<file path="src/rtl/tt_ovi_issue_buffer.sv">
// Speculative OVI issue buffer: holds issued vector instructions, promotes them to senior in order,
// kills non-senior entries and returns one credit per freed slot. Optional checks: TT_OVI_ISSUE_BUF_CHECK_EN.
module tt_ovi_issue_buffer #(
  parameter int DEPTH = 16
) (
  input  logic        clk,
  input  logic        reset_n,
  input  logic        issue_valid,
  input  logic [31:0] issue_inst,
  input  logic [4:0]  issue_sb_id,
  input  logic [63:0] issue_scalar_opnd,
  input  logic [39:0] issue_vcsr,
  input  logic        issue_vcsr_lmulb2,
  output logic        issue_credit,
  input  logic [4:0]  dispatch_sb_id,
  input  logic        dispatch_next_senior,
  input  logic        dispatch_kill,
  input  logic        read_req,
  output logic        read_valid,
  output logic [31:0] read_issue_inst,
  output logic [4:0]  read_issue_sb_id,
  output logic [63:0] read_issue_scalar_opnd,
  output logic [39:0] read_issue_vcsr,
  output logic        read_issue_vcsr_lmulb2,
  output logic        protocol_err
);

  localparam int AW = $clog2(DEPTH);
  localparam int PW = AW + 1;
  localparam int CW = AW + 2;

  typedef struct packed {
    logic [31:0] inst;
    logic [4:0]  sb_id;
    logic [63:0] scalar_opnd;
    logic [39:0] vcsr;
    logic        vcsr_lmulb2;
  } entry_t;

  entry_t        r_mem [DEPTH];
  logic [PW-1:0] r_rptr;
  logic [PW-1:0] r_sptr;
  logic [PW-1:0] r_wptr;
  logic [CW-1:0] r_pend_cr;
  logic          r_issue_credit;

  logic [PW-1:0] w_rptr_next;
  logic [PW-1:0] w_sptr_next;
  logic [PW-1:0] w_wptr_next;
  logic [CW-1:0] w_pend_cr_next;
  logic [PW-1:0] w_killed;
  logic          w_pop;
  logic          w_promote;
  logic          w_full;
  logic          w_write;
  logic          w_kill_drop;
  entry_t        w_wr_entry;
  entry_t        w_head;

  assign w_wr_entry = '{
    inst:        issue_inst,
    sb_id:       issue_sb_id,
    scalar_opnd: issue_scalar_opnd,
    vcsr:        issue_vcsr,
    vcsr_lmulb2: issue_vcsr_lmulb2
  };

  // Events resolve in the order pop, promote, kill, write; each stage sees the previous one's pointers.
  always_comb begin
    w_pop       = read_req && (r_rptr != r_sptr);
    w_rptr_next = r_rptr + PW'(w_pop);

    w_promote   = dispatch_next_senior && (r_sptr != r_wptr);
    w_sptr_next = r_sptr + PW'(w_promote);

    w_killed    = dispatch_kill ? (r_wptr - w_sptr_next) : '0;
    w_kill_drop = issue_valid && dispatch_kill;

    w_full      = ((r_wptr - w_rptr_next) == PW'(DEPTH));
    w_write     = issue_valid && !dispatch_kill && !w_full;

    if (dispatch_kill) begin
      w_wptr_next = w_sptr_next;
    end else begin
      w_wptr_next = r_wptr + PW'(w_write);
    end

    w_pend_cr_next = r_pend_cr + CW'(w_pop) + CW'(w_killed) + CW'(w_kill_drop)
                     - CW'(r_issue_credit);
  end

  always_ff @(posedge clk) begin
    if (!reset_n) begin
      r_rptr         <= '0;
      r_sptr         <= '0;
      r_wptr         <= '0;
      r_pend_cr      <= '0;
      r_issue_credit <= 1'b0;
    end else begin
      r_rptr         <= w_rptr_next;
      r_sptr         <= w_sptr_next;
      r_wptr         <= w_wptr_next;
      r_pend_cr      <= w_pend_cr_next;
      // Looking at the next count gives a one-cycle pop/kill-to-credit latency.
      r_issue_credit <= (w_pend_cr_next != '0);
    end
  end

  always_ff @(posedge clk) begin
    if (!reset_n) begin
      for (int i = 0; i < DEPTH; i++) begin
        r_mem[i] <= '0;
      end
    end else if (w_write) begin
      r_mem[r_wptr[AW-1:0]] <= w_wr_entry;
    end
  end

  assign w_head                 = r_mem[r_rptr[AW-1:0]];
  assign issue_credit           = r_issue_credit;
  assign read_valid             = (r_rptr != r_sptr);
  assign read_issue_inst        = w_head.inst;
  assign read_issue_sb_id       = w_head.sb_id;
  assign read_issue_scalar_opnd = w_head.scalar_opnd;
  assign read_issue_vcsr        = w_head.vcsr;
  assign read_issue_vcsr_lmulb2 = w_head.vcsr_lmulb2;

`ifdef TT_OVI_ISSUE_BUF_CHECK_EN
  logic r_protocol_err;
  logic w_overflow;
  logic w_promote_empty;
  logic w_sb_mismatch;

  assign w_overflow      = issue_valid && !dispatch_kill && w_full;
  assign w_promote_empty = dispatch_next_senior && (r_sptr == r_wptr);
  assign w_sb_mismatch   = w_promote && (r_mem[r_sptr[AW-1:0]].sb_id != dispatch_sb_id);

  always_ff @(posedge clk) begin
    if (!reset_n) begin
      r_protocol_err <= 1'b0;
    end else if (w_overflow || w_promote_empty || w_sb_mismatch) begin
      r_protocol_err <= 1'b1;
    end
  end

  assign protocol_err = r_protocol_err;
`else
  logic w_unused_sb_id;
  assign w_unused_sb_id = &{1'b0, dispatch_sb_id};
  assign protocol_err   = 1'b0;
`endif

endmodule

</file>
<file path="config.mk">
export PLATFORM = sky130hd
export DESIGN_NAME = tt_ovi_issue_buffer
export DESIGN_NICKNAME = d
export VERILOG_FILES = /design/src/rtl/tt_ovi_issue_buffer.sv
export SDC_FILE = /design/constraint.sdc
export NUM_CORES = 2
export LEC_CHECK = 0
export BUFFER_PORTS_ARGS = -buffer_cell sky130_fd_sc_hd__buf_2
export CORE_UTILIZATION = 67
export DETAILED_ROUTE_END_ITERATION = 6
export PLACE_DENSITY_LB_ADDON = 0.1
export REMOVE_ABC_BUFFERS = 1
export SLEW_MARGIN = 15
export SYNTH_ARGS = -nofsm -noshare
export SYNTH_HDL_FRONTEND = slang
export SYNTH_SLANG_ARGS = --single-unit
</file>
<file path="constraint.sdc">
create_clock -name clk -period 42.9 [get_ports clk]
set_input_delay 10.725 -clock clk [delete_from_list [all_inputs] [get_ports clk]]
set_output_delay 10.725 -clock clk [all_outputs]
set_load 0.03 [all_outputs]
</file>
Word level (Yosys, flattened, before mapping)
Memory sizes are Yosys's and may differ from the RTL's. A register that Yosys moved wholly into a read port is not among the register bits.
Index checks and enable logic that the tools add are counted.
{"block": "classes", "add_sub_neg": 9, "mux": 10, "reduce_logical": 9, "eq_ne": 3}
{"operator": "$mux 142", "n": 1}
{"operator": "$reduce_or 142->1", "n": 1}
{"operator": "$add 5x1->5", "n": 3}
{"operator": "$add 6x1->6", "n": 2}
{"operator": "$mux 5", "n": 2}
{"operator": "$ne 5x5->1", "n": 2}
{"operator": "$sub 5x5->5", "n": 2}
{"operator": "$mux 4", "n": 2}
{"operator": "$add 6x5->6", "n": 1}
{"operator": "$reduce_bool 6->1", "n": 1}
{"operator": "$sub 6x1->6", "n": 1}
{"operator": "$eq 5x5->1 const B", "n": 1}
{"operator": "$logic_and 1x1->1", "n": 5}
{"operator": "$mux 1", "n": 5}
{"operator": "$logic_not 1->1", "n": 2}
{"block": "totals", "mem_bits_rw": 2272, "output_inout_bits": 145, "regBits": 22, "in_bits": 153, "elab_cells": 37, "mem_count": 1}
{"memory": "r_mem", "depth": 16, "width": 142, "rd": 1, "rd_ports_with_merged_regs": 1, "wr": 16, "line_no": "40", "source": "entry_t r_mem [DEPTH];"}

Logic depth before layout (Yosys ltp)
{"block": "depth", "ltp_word": 12, "ltp_mapped": 27, "depth_no_buf": 19}

Least setup slack after synthesis
Ideal clock, no wire load.
{"block": "synth_path", "path_kind": "input -> register", "start": "in read_req", "end": "mem r_mem[12][0] (netlist name), enable pin", "arrival_time_ps": 22754, "slack_ps": 19306, "setup_ps": 839, "path_stages": 12, "cell_sequence": "and2_1 -> ha_1 -> ha_1 -> xnor2_1 -> ha_1 -> and3b_1 -> nor4b_1 -> a41oi_1 -> nand4_1 -> buf_2 -> buf_2 -> o21ai_0"}
{"element": "start: declaration", "line_no": "18", "source": "input logic read_req,"}
{"element": "end: declaration", "line_no": "40"}

==> metrics.md <==
| Metric | Value |
|---|---|
| Status | `completed` |
| Clock skew | `0.02628 ns` |
| Peak VDD IR | `0.06372 mV` |
| Clock Tree Buf Depth | `3` |
| Critical path arrival | `6.52 ns` |
| Synth top area cells | `edfxtp_1 (66%), mux4_2 (6.2%), nor3_1 (4.8%)` |
| CTS Buf Count | `226` |
| Worst hold path stage count | `2` |
| Sw frac | `29.26%` |
| Final setup margin | `25.66 ns` |
| Critical path class | `reg -> out` |
| Die Span Y | `394.6 um` |
| Clock network fraction of total power | `33.4%` |
| Crit Path Max Fanout | `60` |
| CP startpoint kind | `flop` |
| GR Overflow Total | `0` |
| Gate Count Post-Synth | `7,766` |
| Post-CTS setup repair buffer count | `0` |
| Layout cell share with drive strength beyond 1 | `15.30%` |
| Combinational fraction of design power | `21.1%` |
| H-tree depth | `4` |
| Internal power | `0.004053 W` |
| Initial antenna violation count | `49` |
| Via density | `7.246` |
| #FFs+latches synth | `2,294` |
| DRC viols | `0` |
| Final wirelength | `313,800 um` |
| Seq/Total Area, Yosys | `66.50%` |
| Root Buffer | `clkbuf_16` |
| RSZ-0062 raised after global routing | `false` |
| CTS sink count | `2,294` |
| Row cnt | `143` |
| Final Util | `73.85%` |
| R2R cell count | `14` |
| Cell area power density | `50.90 mW/mm^2` |
| Crit path required time | `32.17 ns` |
| Synth Warn # | `0` |
| Hold Violations, Final | `0` |
| Fmax | `57.99 MHz` |
| CP Capture Type | `primary output` |
| Hold Startpoint | `r_pend_cr[0]` |
| # fillers | `9,886` |
| Reg power frac | `45.4%` |
| Die X-Extent | `394.6 um` |
| First DRT Iteration DRCs | `11,570` |
| Reg2reg start | `r_rptr[2]` |
| Buffers on Ports | `291` |
| Cts hold-fix bufs | `0` |
| Largest net degree at the start of global routing | `213` |
| Tot GR Track Use | `40.11%` |
| Core box area | `0.1524 mm^2` |
| CTS resizes | `0` |
| Fin. max-slew vios | `0` |
| Mapped Avg Cell Area | `13.30 um^2` |
| Final worst path period need | `17.24 ns` |
| Mapped Area | `0.1033 mm^2` |
| Clock Pin Slew Worst Setup and Hold Paths | `0.06 ns` |
| Worst hold path type | `reg -> reg` |
| P&R area growth vs syn | `9.035%` |
| Worst-Skew Late Latency | `0.86 ns` |
| TritonCTS clock tree | `yes` |
| Setup TNS | `0 ns` |
| Crit. Startpoint | `r_rptr[0]` |
| Switching pwr | `0.001677 W` |
| Max-cap viol count | `0` |
| Yosys cell types | `42` |
| Routed via count | `71,948` |
| Max transition margin | `12.74%` |
| First drt pass iteration count | `6` |
| Dpl ws | `24.98 ns` |
| Net count, final | `7,870` |
| Starting Density | `67.73%` |
| Area leader, netlist | `edfxtp_1` |
| Worst-Margin Slew | `1.309 ns` |
| Fin crit share | `40.20%` |
| Leakage Power | `36.21 nW` |
| GPL Wtd Cong | `0.8119` |
| Top Ports | `298` |
| Vias in the first global route | `72,077` |
| Setup violators final | `0` |
| Post-DP HPWL | `154,000 um` |
| WL/cell | `31.60 um` |
| Yosys top cell area share | `66.08%` |
| Die area | `0.1557 mm^2` |
| Antenna viol nets, final | `0` |
| First-pass GRT wire length | `458,600 um` |
routing by layer:
| layer | vias up | track usage (%) | share of wire (%) |
|---|---|---|---|
| met3 | 938 | 9.418 | 15 |
| met2 | 6096 | 63.04 | 48 |
| li1 | 29396 | - | - |
| met1 | 35474 | 54.26 | 34 |
| met5 | - | 0 | 0.083 |
| met4 | 44 | 17.07 | 4.0 |
power by group through the flow:
stage / sequential (W) / combinational, W / clock [W]
6_report: 0.00260 / 0.00121 / 0.00192
2_1_floorplan: 0.00281 / 0.00158 / 0
4_1_cts: 0.00260 / 0.00119 / 0.00191
5_1_grt: 0.00261 / 0.00126 / 0.00200
3_3_place_gp: 0.00264 / 0.00118 / 0
3_5_place_dp: 0.00265 / 0.00119 / 0
critical path, stage by stage (launching register included):
cell     delay, ns
dfxtp_4       0.63
buf_4         0.81
buf_4         0.94
buf_4         0.91
buf_4         0.97
mux2_2        0.42
o21ai_0       0.15
a21oi_1       0.09
a22oi_1       0.25
nand2_1       0.13
buf_2         0.20
area by class of cell:
type,instances,area (um^2),area share (%)
flip-flops and latches,2294,68680,61.01
multi-input cells,4713,31420,27.91
clock buffers,283,5931,5.268
repair buffers,430,2723,2.418
well taps,2030,2540,2.256
clock inverters,127,1126,1.000
inverters,22,82.58,0.07335
diodes,30,75.07,0.06668
placed cells by master (no fill, tap or decap), types with 4 or more instances in the layout:
cell type / count
ha_1: 27
o21ai_4: 16
a221oi_1: 142
clkbuf_8: 4
nand2b_1: 4
clkbuf_1: 52
nand3_1: 574
mux2i_1: 428
clkinv_1: 44
diode_2: 30
buf_2: 290
a21oi_1: 146
a22oi_1: 142
nor2_1: 1293
a21o_1: 4
bufinv_16: 14
xnor2_1: 20
o21ai_0: 285
edfxtp_1: 2272
clkbuf_16: 227
inv_1: 22
clkinv_8: 8
mux4_2: 284
clkinvlp_4: 4
xor2_1: 13
dfxtp_1: 18
buf_12: 17
nand2_1: 155
dfxtp_4: 4
buf_4: 122
nor3_1: 980
mux2_2: 142
clkinv_2: 49
nor2b_1: 8
and2_1: 14
cell families (layout without fill, tap and decap cells):
logic type               count (synthesis)  count (layout)  synth area share [%]
AND/OR/NAND/NOR                       3051            3051                 13.10
flip-flops                            2294            2294                 66.50
multiplexers                           854             854                 11.89
buffers and inverters                  759             862                 3.316
AO/OA/AOI/OAI                          742             742                 4.497
XOR/XNOR                                33              33                0.2799
adder cells (fa/ha/maj)                 32              32                0.4047
other                                    1              31              0.003632
sequential cells by signal (all words and copies together) (netlist names):
register,cells
r_mem,2272
r_rptr,5
r_sptr,5
r_pend_cr,6
r_wptr,5
issue_credit,1
worst paths after layout:
kind                                                   end  slack, ns
worst max register to register               r_mem[10][15]      33.37
worst min-delay path                          r_pend_cr[0]       0.60
worst max-delay path            read_issue_scalar_opnd[54]      25.66
worst min register to register                r_pend_cr[0]       0.60
cell usage after synthesis:
| cell type | instances |
|---|---|
| edfxtp_1 | 2272 |
| nor2_1 | 1295 |
| nor3_1 | 980 |
| nand3_1 | 575 |
| mux2i_1 | 428 |
| clkbuf_1 | 415 |
| o21ai_0 | 301 |
| mux4_2 | 284 |
| buf_2 | 192 |
| nand2_1 | 157 |
| a21oi_1 | 146 |
| a221oi_1 | 142 |
| a22oi_1 | 142 |
| mux2_2 | 142 |
| buf_1 | 64 |
| buf_4 | 43 |
| ha_1 | 27 |
| buf_6 | 23 |
| dfxtp_1 | 22 |
| inv_1 | 22 |
| xnor2_1 | 20 |
| and2_1 | 16 |
| xor2_1 | 13 |
| nor2b_1 | 10 |
| nand2b_1 | 6 |
| a21o_1 | 4 |
| fa_1 | 3 |
| nand4b_1 | 3 |
| o211a_1 | 3 |
| maj3_1 | 2 |
| nand4_1 | 2 |
| or2_2 | 2 |
| a41oi_1 | 1 |
| and3b_1 | 1 |
| conb_1 | 1 |
| nor4b_1 | 1 |
| o21a_1 | 1 |
| o31a_1 | 1 |
| o41a_1 | 1 |
| or3b_2 | 1 |
| or4_1 | 1 |
| or4b_1 | 1 |
metrics by stage:
stage          instances  area [um^2]  power (W)  hold slack (ns)
2_1_floorplan       7029        99910   0.004381           0.5497
3_3_place_gp        9489       105400   0.003818           0.5781
3_5_place_dp        9489       105400   0.003839           0.5916
4_1_cts             9899       112500   0.005711           0.6068
5_1_grt             9918       112600   0.005872           0.6448
6_report            9929       112600   0.005730           0.6041
(Power assumes the default switching activity.)
